`src/rtl/multicycle_control_fsm_if.sv`:
```
// Control bundle between the multicycle sequencer (master) and the MIPS datapath (slave).
// The datapath returns the opcode and the memory handshake; the sequencer drives the enables.
interface multicycle_control_fsm_if;
    logic [5:0] op;
    logic       mem_ready;
    logic       pc_write;
    logic       pc_write_cond;
    logic       iord;
    logic       mem_read;
    logic       mem_write;
    logic       ir_write;
    logic       reg_dst;
    logic       mem_to_reg;
    logic       reg_write;
    logic       alu_src_a;
    logic [1:0] alu_src_b;
    logic [1:0] alu_op;
    logic [1:0] pc_source;
    logic [3:0] state;
    logic       instr_done;
    logic       illegal_op;
    logic       bus_error;

    modport master (
        input  op, mem_ready,
        output pc_write, pc_write_cond, iord, mem_read, mem_write, ir_write,
               reg_dst, mem_to_reg, reg_write, alu_src_a, alu_src_b, alu_op,
               pc_source, state, instr_done, illegal_op, bus_error
    );

    modport slave (
        output op, mem_ready,
        input  pc_write, pc_write_cond, iord, mem_read, mem_write, ir_write,
               reg_dst, mem_to_reg, reg_write, alu_src_a, alu_src_b, alu_op,
               pc_source, state, instr_done, illegal_op, bus_error
    );
endinterface

```
`src/rtl/multicycle_control_fsm.sv`:
```
// Multicycle MIPS control sequencer: FETCH/DECODE/EXECUTE/MEM/WB with memory-ready waits,
// illegal-opcode detection and a per-state memory timeout that parks the FSM in ERROR.
module multicycle_control_fsm #(
    parameter bit MEM_WAIT_EN = 1'b1,
    parameter int TIMEOUT     = 16
) (
    input  logic                      clk,
    input  logic                      reset,
    multicycle_control_fsm_if.master  bus
);

    typedef enum logic [3:0] {
        S_FETCH    = 4'd0,
        S_DECODE   = 4'd1,
        S_MEMADR   = 4'd2,
        S_MEMRD    = 4'd3,
        S_MEMWB    = 4'd4,
        S_MEMWR    = 4'd5,
        S_RTYPE_EX = 4'd6,
        S_ALU_WB   = 4'd7,
        S_BEQ      = 4'd8,
        S_ADDI_EX  = 4'd9,
        S_ADDI_WB  = 4'd10,
        S_JUMP     = 4'd11,
        S_ERROR    = 4'd12
    } state_t;

    localparam logic [5:0] OP_RTYPE = 6'b000000;
    localparam logic [5:0] OP_LW    = 6'b100011;
    localparam logic [5:0] OP_SW    = 6'b101011;
    localparam logic [5:0] OP_ADDI  = 6'b001000;
    localparam logic [5:0] OP_BEQ   = 6'b000100;
    localparam logic [5:0] OP_J     = 6'b000010;

    localparam bit         TO_EN   = (TIMEOUT != 0);
    localparam logic [7:0] TO_LAST = TO_EN ? 8'(TIMEOUT - 1) : 8'd0;

    state_t     state_q;
    state_t     mem_done_next;
    logic [7:0] wait_cnt;
    logic       rdy;
    logic       op_legal;
    logic       timeout_hit;

    assign rdy         = bus.mem_ready || !MEM_WAIT_EN;
    assign timeout_hit = TO_EN && (wait_cnt == TO_LAST);
    assign op_legal    = (bus.op == OP_RTYPE) || (bus.op == OP_LW) || (bus.op == OP_SW) ||
                         (bus.op == OP_ADDI)  || (bus.op == OP_BEQ) || (bus.op == OP_J);

    always_comb begin
        // NOTE: every signal gets a default first so no path through the case can infer a latch.
        mem_done_next = S_FETCH;
        case (state_q)
            S_FETCH: mem_done_next = S_DECODE;
            S_MEMRD: mem_done_next = S_MEMWB;
            default: mem_done_next = S_FETCH;
        endcase
    end

    always_ff @(posedge clk) begin
        // NOTE: sequential state uses non-blocking assignments so all registers update together.
        if (reset) begin
            state_q  <= S_FETCH;
            wait_cnt <= 8'd0;
        end else begin
            case (state_q)
                S_FETCH, S_MEMRD, S_MEMWR: begin
                    // A ready in the last allowed cycle beats the timeout.
                    if (rdy) begin
                        wait_cnt <= 8'd0;
                        state_q  <= mem_done_next;
                    end else if (timeout_hit) begin
                        wait_cnt <= 8'd0;
                        state_q  <= S_ERROR;
                    end else begin
                        wait_cnt <= wait_cnt + 8'd1;
                    end
                end
                S_DECODE: begin
                    case (bus.op)
                        OP_RTYPE:      state_q <= S_RTYPE_EX;
                        OP_LW, OP_SW:  state_q <= S_MEMADR;
                        OP_ADDI:       state_q <= S_ADDI_EX;
                        OP_BEQ:        state_q <= S_BEQ;
                        OP_J:          state_q <= S_JUMP;
                        default:       state_q <= S_FETCH;
                    endcase
                end
                S_MEMADR:   state_q <= (bus.op == OP_LW) ? S_MEMRD : S_MEMWR;
                S_RTYPE_EX: state_q <= S_ALU_WB;
                S_ADDI_EX:  state_q <= S_ADDI_WB;
                S_MEMWB, S_ALU_WB, S_ADDI_WB, S_BEQ, S_JUMP: state_q <= S_FETCH;
                S_ERROR:    state_q <= S_ERROR;
                default:    state_q <= S_ERROR;
            endcase
        end
    end

    always_comb begin
        bus.pc_write      = 1'b0;
        bus.pc_write_cond = 1'b0;
        bus.iord          = 1'b0;
        bus.mem_read      = 1'b0;
        bus.mem_write     = 1'b0;
        bus.ir_write      = 1'b0;
        bus.reg_dst       = 1'b0;
        bus.mem_to_reg    = 1'b0;
        bus.reg_write     = 1'b0;
        bus.alu_src_a     = 1'b0;
        bus.alu_src_b     = 2'b00;
        bus.alu_op        = 2'b00;
        bus.pc_source     = 2'b00;
        bus.instr_done    = 1'b0;
        bus.illegal_op    = 1'b0;
        bus.bus_error     = 1'b0;
        bus.state         = state_q;

        if (reset) begin
            bus.state = 4'd0;
        end else begin
            case (state_q)
                S_FETCH: begin
                    bus.mem_read  = 1'b1;
                    bus.alu_src_b = 2'b01;
                    bus.ir_write  = rdy;
                    bus.pc_write  = rdy;
                end
                S_DECODE: begin
                    bus.alu_src_b  = 2'b11;
                    bus.illegal_op = !op_legal;
                end
                S_MEMADR, S_ADDI_EX: begin
                    bus.alu_src_a = 1'b1;
                    bus.alu_src_b = 2'b10;
                end
                S_MEMRD: begin
                    bus.mem_read = 1'b1;
                    bus.iord     = 1'b1;
                end
                S_MEMWB: begin
                    bus.reg_write  = 1'b1;
                    bus.mem_to_reg = 1'b1;
                    bus.instr_done = 1'b1;
                end
                S_MEMWR: begin
                    bus.mem_write  = 1'b1;
                    bus.iord       = 1'b1;
                    bus.instr_done = rdy;
                end
                S_RTYPE_EX: begin
                    bus.alu_src_a = 1'b1;
                    bus.alu_op    = 2'b10;
                end
                S_ALU_WB: begin
                    bus.reg_write  = 1'b1;
                    bus.reg_dst    = 1'b1;
                    bus.instr_done = 1'b1;
                end
                S_ADDI_WB: begin
                    bus.reg_write  = 1'b1;
                    bus.instr_done = 1'b1;
                end
                S_BEQ: begin
                    bus.alu_src_a     = 1'b1;
                    bus.alu_op        = 2'b01;
                    bus.pc_write_cond = 1'b1;
                    bus.pc_source     = 2'b01;
                    bus.instr_done    = 1'b1;
                end
                S_JUMP: begin
                    bus.pc_write   = 1'b1;
                    bus.pc_source  = 2'b10;
                    bus.instr_done = 1'b1;
                end
                S_ERROR:  bus.bus_error = 1'b1;
                default:  bus.bus_error = 1'b0;
            endcase
        end
    end

endmodule

```
`src/flat_wrapper.sv`:
```
// flat-port wrapper written by rule: the top's interface ports become plain ports
module multicycle_control_fsm_flat 
#(
    parameter bit MEM_WAIT_EN = 1'b1,
    parameter int TIMEOUT     = 16
)
  (clk, reset, bus_op, bus_mem_ready, bus_pc_write, bus_pc_write_cond, bus_iord, bus_mem_read, bus_mem_write, bus_ir_write, bus_reg_dst, bus_mem_to_reg, bus_reg_write, bus_alu_src_a, bus_alu_src_b, bus_alu_op, bus_pc_source, bus_state, bus_instr_done, bus_illegal_op, bus_bus_error);
  multicycle_control_fsm_if bus_i ();
  input  logic clk;
  input  logic reset;
  input wire logic [$bits(bus_i.op)-1:0] bus_op;
  input wire logic [$bits(bus_i.mem_ready)-1:0] bus_mem_ready;
  output wire logic [$bits(bus_i.pc_write)-1:0] bus_pc_write;
  output wire logic [$bits(bus_i.pc_write_cond)-1:0] bus_pc_write_cond;
  output wire logic [$bits(bus_i.iord)-1:0] bus_iord;
  output wire logic [$bits(bus_i.mem_read)-1:0] bus_mem_read;
  output wire logic [$bits(bus_i.mem_write)-1:0] bus_mem_write;
  output wire logic [$bits(bus_i.ir_write)-1:0] bus_ir_write;
  output wire logic [$bits(bus_i.reg_dst)-1:0] bus_reg_dst;
  output wire logic [$bits(bus_i.mem_to_reg)-1:0] bus_mem_to_reg;
  output wire logic [$bits(bus_i.reg_write)-1:0] bus_reg_write;
  output wire logic [$bits(bus_i.alu_src_a)-1:0] bus_alu_src_a;
  output wire logic [$bits(bus_i.alu_src_b)-1:0] bus_alu_src_b;
  output wire logic [$bits(bus_i.alu_op)-1:0] bus_alu_op;
  output wire logic [$bits(bus_i.pc_source)-1:0] bus_pc_source;
  output wire logic [$bits(bus_i.state)-1:0] bus_state;
  output wire logic [$bits(bus_i.instr_done)-1:0] bus_instr_done;
  output wire logic [$bits(bus_i.illegal_op)-1:0] bus_illegal_op;
  output wire logic [$bits(bus_i.bus_error)-1:0] bus_bus_error;
  assign bus_i.op = bus_op;
  assign bus_i.mem_ready = bus_mem_ready;
  assign bus_pc_write = bus_i.pc_write;
  assign bus_pc_write_cond = bus_i.pc_write_cond;
  assign bus_iord = bus_i.iord;
  assign bus_mem_read = bus_i.mem_read;
  assign bus_mem_write = bus_i.mem_write;
  assign bus_ir_write = bus_i.ir_write;
  assign bus_reg_dst = bus_i.reg_dst;
  assign bus_mem_to_reg = bus_i.mem_to_reg;
  assign bus_reg_write = bus_i.reg_write;
  assign bus_alu_src_a = bus_i.alu_src_a;
  assign bus_alu_src_b = bus_i.alu_src_b;
  assign bus_alu_op = bus_i.alu_op;
  assign bus_pc_source = bus_i.pc_source;
  assign bus_state = bus_i.state;
  assign bus_instr_done = bus_i.instr_done;
  assign bus_illegal_op = bus_i.illegal_op;
  assign bus_bus_error = bus_i.bus_error;
  multicycle_control_fsm #(.MEM_WAIT_EN(MEM_WAIT_EN), .TIMEOUT(TIMEOUT)) u_core (.clk(clk), .reset(reset), .bus(bus_i));
endmodule
```
`config.mk`:
```
export PLATFORM = sky130hd
export DESIGN_NAME = multicycle_control_fsm_flat
export DESIGN_NICKNAME = d
export VERILOG_FILES = /design/src/rtl/multicycle_control_fsm_if.sv /design/src/rtl/multicycle_control_fsm.sv /design/src/flat_wrapper.sv
export SDC_FILE = /design/constraint.sdc
export NUM_CORES = 1
export LEC_CHECK = 0
export CAP_MARGIN = 25
export CORE_AREA = 2 2 47 49
export DETAILED_ROUTE_END_ITERATION = 7
export DIE_AREA = 0 0 49 51
export DONT_BUFFER_PORTS = 1
export GPL_TIMING_DRIVEN = 0
export PLACE_DENSITY = 0.73
export SYNTH_ARGS = -nofsm -noshare
export SYNTH_HDL_FRONTEND = slang
export SYNTH_SLANG_ARGS = --single-unit
```
`constraint.sdc`:
```
create_clock -name clk -period 1.6 [get_ports clk]
set_input_delay 0 -clock clk [delete_from_list [all_inputs] [get_ports clk]]
set_output_delay 0 -clock clk [all_outputs]
set_load 0.01 [all_outputs]
```
==> results of run 1 <==
power by group:
part	switching (uW)	internal (uW)	leakage (uW)
Combinational	301	213	0.000356
Sequential	21.0	319	0.0000992
Clock	104	138	0.0000210
layout make-up:
type / count / area share, %
multi-input combinational: 116 / 61.4
sequential: 12 / 17.7
timing repair buffer: 11 / 6.97
inverter: 5 / 1.36
buffer: 12 / 7.33
tap: 28 / 2.53
clock buffer: 4 / 2.62
logic make-up (layout without fill, tap and decap cells):
| family | Yosys count | count (layout) |
|---|---|---|
| AO/OA/AOI/OAI | 39 | 40 |
| XOR/XNOR | 3 | 3 |
| adder cells (fa/ha/maj) | 1 | 1 |
| buffers and inverters | 17 | 32 |
| flip-flops | 12 | 12 |
| AND/OR/NAND/NOR | 72 | 72 |
final timing paths:
| kind | cells after the start | endpoint | start |
|---|---|---|---|
| max | 5 | u_core.wait_cnt[3] | u_core.wait_cnt[0] |
| min | 3 | u_core.state_q[1] | bus_op[4] |
| max reg2reg | 5 | u_core.wait_cnt[3] | u_core.wait_cnt[0] |
| min reg2reg | 2 | u_core.wait_cnt[2] | u_core.wait_cnt[2] |
worst min-delay path, stage by stage:
cell and delay, ps:
sky130_fd_sc_hd__nor2_1 40, sky130_fd_sc_hd__a21oi_1 120, sky130_fd_sc_hd__o41ai_1 90
routing by layer:
metal,part of all wire (%),track usage (%),vias up,wire length (um)
li1,-,-,574,-
met5,0,0,-,0
met3,6.0,3.51,8,188
met4,1.9,13.8,0,60
met2,51,41.8,50,1590
met1,41,29.3,570,1270
registers in the layout, summed over array words and instances (netlist names):
register         cells
u_core.state_q       4
u_core.wait_cnt      8
through the flow:
stage	TNS, ps	power (uW)	util (%)	cells	hold WS, ps
after CTS	-234	1040	62.7	185	13.4
after floorplan	0	662	-	144	147
after detailed placement	-433	737	54.5	172	161
after global routing	-333	1160	67.0	188	18.2
after global placement	-318	731	54.5	172	159
final	0	1100	67.0	188	27.1
cells in the final DEF (no fill, tap or decap), types with 3 or more instances in the layout:
master,count
sky130_fd_sc_hd__dfxtp_2,4
sky130_fd_sc_hd__inv_1,4
sky130_fd_sc_hd__nor2_1,12
sky130_fd_sc_hd__a21oi_2,3
sky130_fd_sc_hd__nor4_2,3
sky130_fd_sc_hd__dfxtp_1,8
sky130_fd_sc_hd__a21oi_1,9
sky130_fd_sc_hd__nand3_1,4
sky130_fd_sc_hd__nor4_1,3
sky130_fd_sc_hd__buf_6,5
sky130_fd_sc_hd__clkbuf_4,5
sky130_fd_sc_hd__nand2b_1,3
sky130_fd_sc_hd__nor3_1,6
sky130_fd_sc_hd__buf_4,7
sky130_fd_sc_hd__dlygate4sd3_1,4
sky130_fd_sc_hd__nand2_1,14
sky130_fd_sc_hd__o21ai_0,5
sky130_fd_sc_hd__or4_1,4
sky130_fd_sc_hd__nor2b_1,3
repair_timing:
| item | CTS | global route |
|---|---|---|
| endpoints found under the setup margin | 14 | 20 |
| hold buffers | 4 | 0 |
| buffers inserted | 4 | 3 |
| pin swaps | 6 | 11 |
| cloned | 1 | 0 |
| hold endpoints to repair | 7 | 0 |
| resized for setup | 11 | 22 |
==> metrics, run 1 <==
run status=finished, final reports clean; DR iter-0 viols=28; Clk pin slew, worst setup/hold paths=around 70 ps; post-synthesis compound-gate area fraction=25.6%; via density per instance=approximately 6.4; number of buffers on the longest clock path=2; fraction of the mapped netlist area in simple logic gates=between 30% and 40%; count of maximum capacitance violations=0; mux share of post-synthesis cell area=0%; kind of start point of the critical path=register; initial cell density of the core=52.5%; top flip-flop cell by instance count after synthesis=sky130_fd_sc_hd__dfxtp_1; number of warnings reported in the yosys synthesis log=0; register area=around 250 sq um; R2R Setup Slk=around 0.90 ps; top-count cell post-synth=sky130_fd_sc_hd__nand2_1; Congestion Overflow GR=0; TritonCTS clock tree=done; global-route wire length before repair=slightly below 5 mm; # clock sinks=12; setup skew after layout=around 4.2 ps; Inserted Clock Buffers=3; pin count of the biggest net entering global routing=11; Syn Std Cell Area=1080 sq um; critical path data arrival time=1800 ps; Static Leakage=0.000477 uW; proportion of synthesized chip area in sequential cells=22.2%; slowest cell on the critical path=sky130_fd_sc_hd__or4_1; Hold Path Class=input pin to register; iteration count of the initial detailed-routing pass=4; Chip Height=just over 50 um; critical path type=register to register; largest cells by area after synthesis=sky130_fd_sc_hd__dfxtp_1 (22%), sky130_fd_sc_hd__a21oi_1 (5.5%), sky130_fd_sc_hd__nand2_1 (4.8%); synthesis-to-finish area growth=27.6%; num ports=32; antenna viol nets, final=0; Total Die Area=~2500 sq um; horizontal extent of the die=49 um; instance area after placement=about 1100 sq um; critical path cell sequence=ha_4 -> and3_4 -> a21o_4 -> or4_1 -> a21oi_1; Final Instance Area=between 1000 and 1500 sq um; later-pin clock latency in the skew report=270 ps; Power per Cell Area=roughly 790 nW/um^2; detailed-route wire length per cell=around 17 um; cell taking the most area after synthesis=sky130_fd_sc_hd__dfxtp_1; Final Routed Wirelength=between 3 and 4 mm; area of the core region=around 2100 sq um; worst setup slack before clock tree synthesis=-114 ps; number of synthesized flops with an enable pin=0; number of distinct library cells after synthesis=~50; remaining max-slew budget at the tightest pin=61.7%; unrepaired setup endpoints after global routing=true; row count=17; Hold Vio Cnt, Final=0; gp weighted congestion=0.871; initial antenna violation count=0; final setup violation count=0; Crit path buffers/inverters=0; buffer cell driving the clock tree root=sky130_fd_sc_hd__clkbuf_4; via total after detailed routing=about 1.2k; required time of the critical path=about 1800 ps; leading post-synthesis cells by instance count=sky130_fd_sc_hd__nand2_1 (14), sky130_fd_sc_hd__a21oi_1 (12), sky130_fd_sc_hd__dfxtp_1 (12), sky130_fd_sc_hd__nor2_1 (12); number of global-route vias before repair=around 1.1k; largest incremental delay on the critical path=around 460 ps; post-layout net count=~170; post-layout worst setup margin=0.903 ps; number of standard cells after synthesis=approximately 140; top-area cell type share of the netlist area=22.2%; dominant combinational cell family by area after synthesis=simple AND/OR/NAND/NOR gates; share of final-layout standard cells stronger than drive strength 1=32.5%; number of antenna cells inserted=0; level count of the clock H-tree=1; overall routing resource usage=24.4%; IR Drop Worst-Case VDD=roughly 0.43 mV; xor and xnor area share after synthesis=4.16%; Port Buffers=0; HPWL reported at the end of detailed placement=2.04 mm; adder and majority gate portion of the synthesized area=about 1.2%; total nets after synthesis=roughly 150; final worst path period need=between 1500 and 2000 ps; DR DRC count=0; crit-path leading delay family=simple AND/OR/NAND/NOR gates; Syn Area/Cell=around 7.5 sq um; share of synthesized flip-flops with an asynchronous set or reset=0%; number of pins exceeding their max-slew limit in the final report=0; area taken by multi-input logic gates=850 sq um; maximum frequency from static timing analysis=about 630 MHz; element type at the critical path end=register; largest fanout on the critical path=5; transition time at the pin with the least slew margin=575 ps; final period utilization=approximately 100%; Filler Cells Inserted=just under 200; number of register bits inferred by synthesis=12
(Power assumes the default switching activity.)
==> inputs of run 2 (changes only) <==
--- a/config.mk
+++ b/config.mk
@@ -6,9 +6,9 @@
 export NUM_CORES = 1
 export LEC_CHECK = 0
 export CAP_MARGIN = 25
-export CORE_AREA = 2 2 47 49
+export CORE_AREA = 2 2 46 48
 export DETAILED_ROUTE_END_ITERATION = 7
-export DIE_AREA = 0 0 49 51
+export DIE_AREA = 0 0 48 50
 export DONT_BUFFER_PORTS = 1
 export GPL_TIMING_DRIVEN = 0
 export PLACE_DENSITY = 0.73
==> constraint.sdc (replaced) <==
create_clock -name clk -period 1.85 [get_ports clk]
set_input_delay 0 -clock clk [delete_from_list [all_inputs] [get_ports clk]]
set_output_delay 0 -clock clk [all_outputs]
set_load 0.01 [all_outputs]
==> run 2 against run 1 <==
Clock skew fell by 2.7 ps. Die area fell by 4.0%. First-iteration DRC count increased by 11%. Largest power group unchanged. Clock power fell by 13%. Combinational power fell by 31%.
==> metrics, run 2 (synthesis gave the netlist of run 1 again) <==
final period utilization=95.1% (-4.9 points); net switching power=325 uW (-24%); number of cells on the worst reg-to-reg path=5 (unchanged); critical path type=register to register; crit-path leading delay family=simple AND/OR/NAND/NOR gates; TritonCTS clock tree=done; later-pin clock latency in the skew report=270 ps (about the same); Port Buffers=0 (unchanged); Total Die Area=2400 sq um (-4.0%); Hold Path Class=input pin to register; R2R Setup Slk=90 ps (+90 ps); antenna viol nets, final=0 (unchanged); Combinational Power Share=41.5% (-5.4 points); horizontal extent of the die=48 um (-2.0%); via total after detailed routing=1148 (-4.5%); run status=finished, final reports clean; largest registers ranked by flip-flop count=u_core.wait_cnt x8, u_core.state_q x4; most common cell after layout, fill and taps aside=sky130_fd_sc_hd__nand2_1; final worst path period need=1760 ps (+160 ps); detailed-route wire length per cell=15.1 um (-8.5%); R2R Path Start=u_core.wait_cnt[0]; number of antenna cells inserted=0 (unchanged); num ports=32 (unchanged); Critical Path End=u_core.wait_cnt[7]; post-layout total power=853 uW (-22%); HPWL reported at the end of detailed placement=1.98 mm (-3.2%); critical path data arrival time=1970 ps (+170 ps); Clk pin slew, worst setup/hold paths=80 ps (about the same); largest incremental delay on the critical path=500 ps (+40 ps); pin count of the biggest net entering global routing=11 (unchanged); unrepaired setup endpoints after global routing=false; slowest cell on the critical path=sky130_fd_sc_hd__or4_1; remaining max-slew budget at the tightest pin=60.0% (-1.6 points); gp weighted congestion=0.921 (+5.7%); initial cell density of the core=57.0% (+4.5 points); largest fanout on the critical path=8 (+3); element type at the critical path end=register; total setup buffers inserted after CTS=0 (-4); Static Leakage=0.000414 uW (-13%); required time of the critical path=2060 ps (+260 ps); sequential cell fraction of total power=33.7% (+2.7 points); cell count along the critical path=5 (unchanged); # clock sinks=12 (unchanged); Final Routed Wirelength=2.69 mm (-13%); initial antenna violation count=0 (unchanged); via density per instance=6.45 (+0.87%); final setup violation count=0 (unchanged); transition time at the pin with the least slew margin=594 ps (+19.0 ps); Worst Setup SP=u_core.wait_cnt[0]; critical path cell sequence=ha_2 -> and3_2 -> a21o_4 -> or4_1 -> a31oi_1; overall routing resource usage=24.1% (-0.23 points); Clk pwr share=24.7% (+2.6 points); Hold Vio Cnt, Final=0 (unchanged); Chip Height=50 um (-2.0%); Crit path buffers/inverters=0 (unchanged); number of buffers on the longest clock path=2 (unchanged); Inserted Clock Buffers=3 (unchanged); count of maximum capacitance violations=0 (unchanged); share of final-layout standard cells stronger than drive strength 1=19.2% (-13 points); maximum frequency from static timing analysis=568 MHz (-9.1%); DR iter-0 viols=31 (+11%); row count=16 (-1); number of global-route vias before repair=982 (-8.6%); setup skew after layout=1.53 ps (-2.65 ps); DR DRC count=0 (unchanged); number of pins exceeding their max-slew limit in the final report=0 (unchanged); max FFs per register=8 (unchanged); commonest non-fill, non-tap cells in the layout=sky130_fd_sc_hd__nand2_1 (14), sky130_fd_sc_hd__nor2_1 (12), sky130_fd_sc_hd__a21oi_1 (12), sky130_fd_sc_hd__dfxtp_1 (12), sky130_fd_sc_hd__nor3_1 (7); kind of start point of the critical path=register; post-route setup TNS=0 ps (unchanged); IR Drop Worst-Case VDD=0.497 mV (+16%); iteration count of the initial detailed-routing pass=4 (unchanged); Cell Int Power=527 uW (-21%); post-layout net count=162 (-5.3%); global-route wire length before repair=4.28 mm (-11%); synthesis-to-finish area growth=12.0%; largest reg by FF count=u_core.wait_cnt; switching power share of the total=38.1% (-0.72 points); Congestion Overflow GR=0 (unchanged); endpoint of the worst register-to-register path=u_core.wait_cnt[7]; area of the core region=1900 sq um (-7.8%); buffer cell driving the clock tree root=sky130_fd_sc_hd__clkbuf_4; level count of the clock H-tree=1 (unchanged); Power per Cell Area=703 nW/um^2 (-11%); final-layout worst hold slack=25.2 ps (-1.98 ps)
run 2: worst min path at each step:
stage               startpoint                 to  slack (ps)  depth (start not counted)
detailed placement       reset       bus_state[1]         160                          2
global route         bus_op[4]  u_core.state_q[1]          30                          3
finish               bus_op[4]  u_core.state_q[1]          30                          3
floorplan                reset       bus_state[1]         150                          2
CTS                  bus_op[4]  u_core.state_q[1]          10                          3
global placement         reset       bus_state[1]         160                          2
run 2: metal layers:
metal / track usage [%] / vias up / share of wire [%]
met1: 32.7 / 537 / 45
met2: 36.9 / 47 / 47
met4: 3.15 / 0 / 0.56
li1: - / 560 / -
met3: 9.16 / 4 / 7.5
met5: 0 / - / 0
run 2: metrics by stage:
stage	setup WS, ps	instances	utilization [%]	cell area [sq um]
global placement	84.9	171	58.8	1120
floorplan	173	144	-	1080
finish	90.9	178	63.8	1210
global route	33.5	178	63.8	1210
CTS	12.2	179	63.1	1200
detailed placement	49.9	171	58.8	1120
run 2: what timing repair did:
| item | in CTS | in global routing |
|---|---|---|
| endpoints found under the hold margin | 6 | 0 |
| gates cloned | 0 | 0 |
| hold buffers | 4 | 0 |
| gates resized for setup | 1 | 6 |
| endpoints found under the setup margin | 1 | 8 |
run 2: final cells by class:
type | count | area, sq um
plain buffers | 11 | 81.3
clock buffers | 4 | 36.3
fillers | 185 | 688
inverters | 5 | 18.8
multi-input cells | 115 | 763
flip-flops and latches | 12 | 240
well taps | 27 | 33.8
repair buffers | 4 | 40.0
run 2: worst register-to-register path, cell delays in order, from the launching register on:
cell	delay, ps
sky130_fd_sc_hd__dfxtp_1	340
sky130_fd_sc_hd__ha_2	200
sky130_fd_sc_hd__and3_2	250
sky130_fd_sc_hd__a21o_4	240
sky130_fd_sc_hd__or4_1	500
sky130_fd_sc_hd__a31oi_1	160
run 2: power groups by stage:
stage                     combinational [uW]  sequential (uW)  clock [uW]
after floorplan                          282              290           0
after global placement                   337              293           0
after detailed placement                 343              293           0
after CTS                                352              287         217
after global routing                     391              290         228
final                                    354              288         211
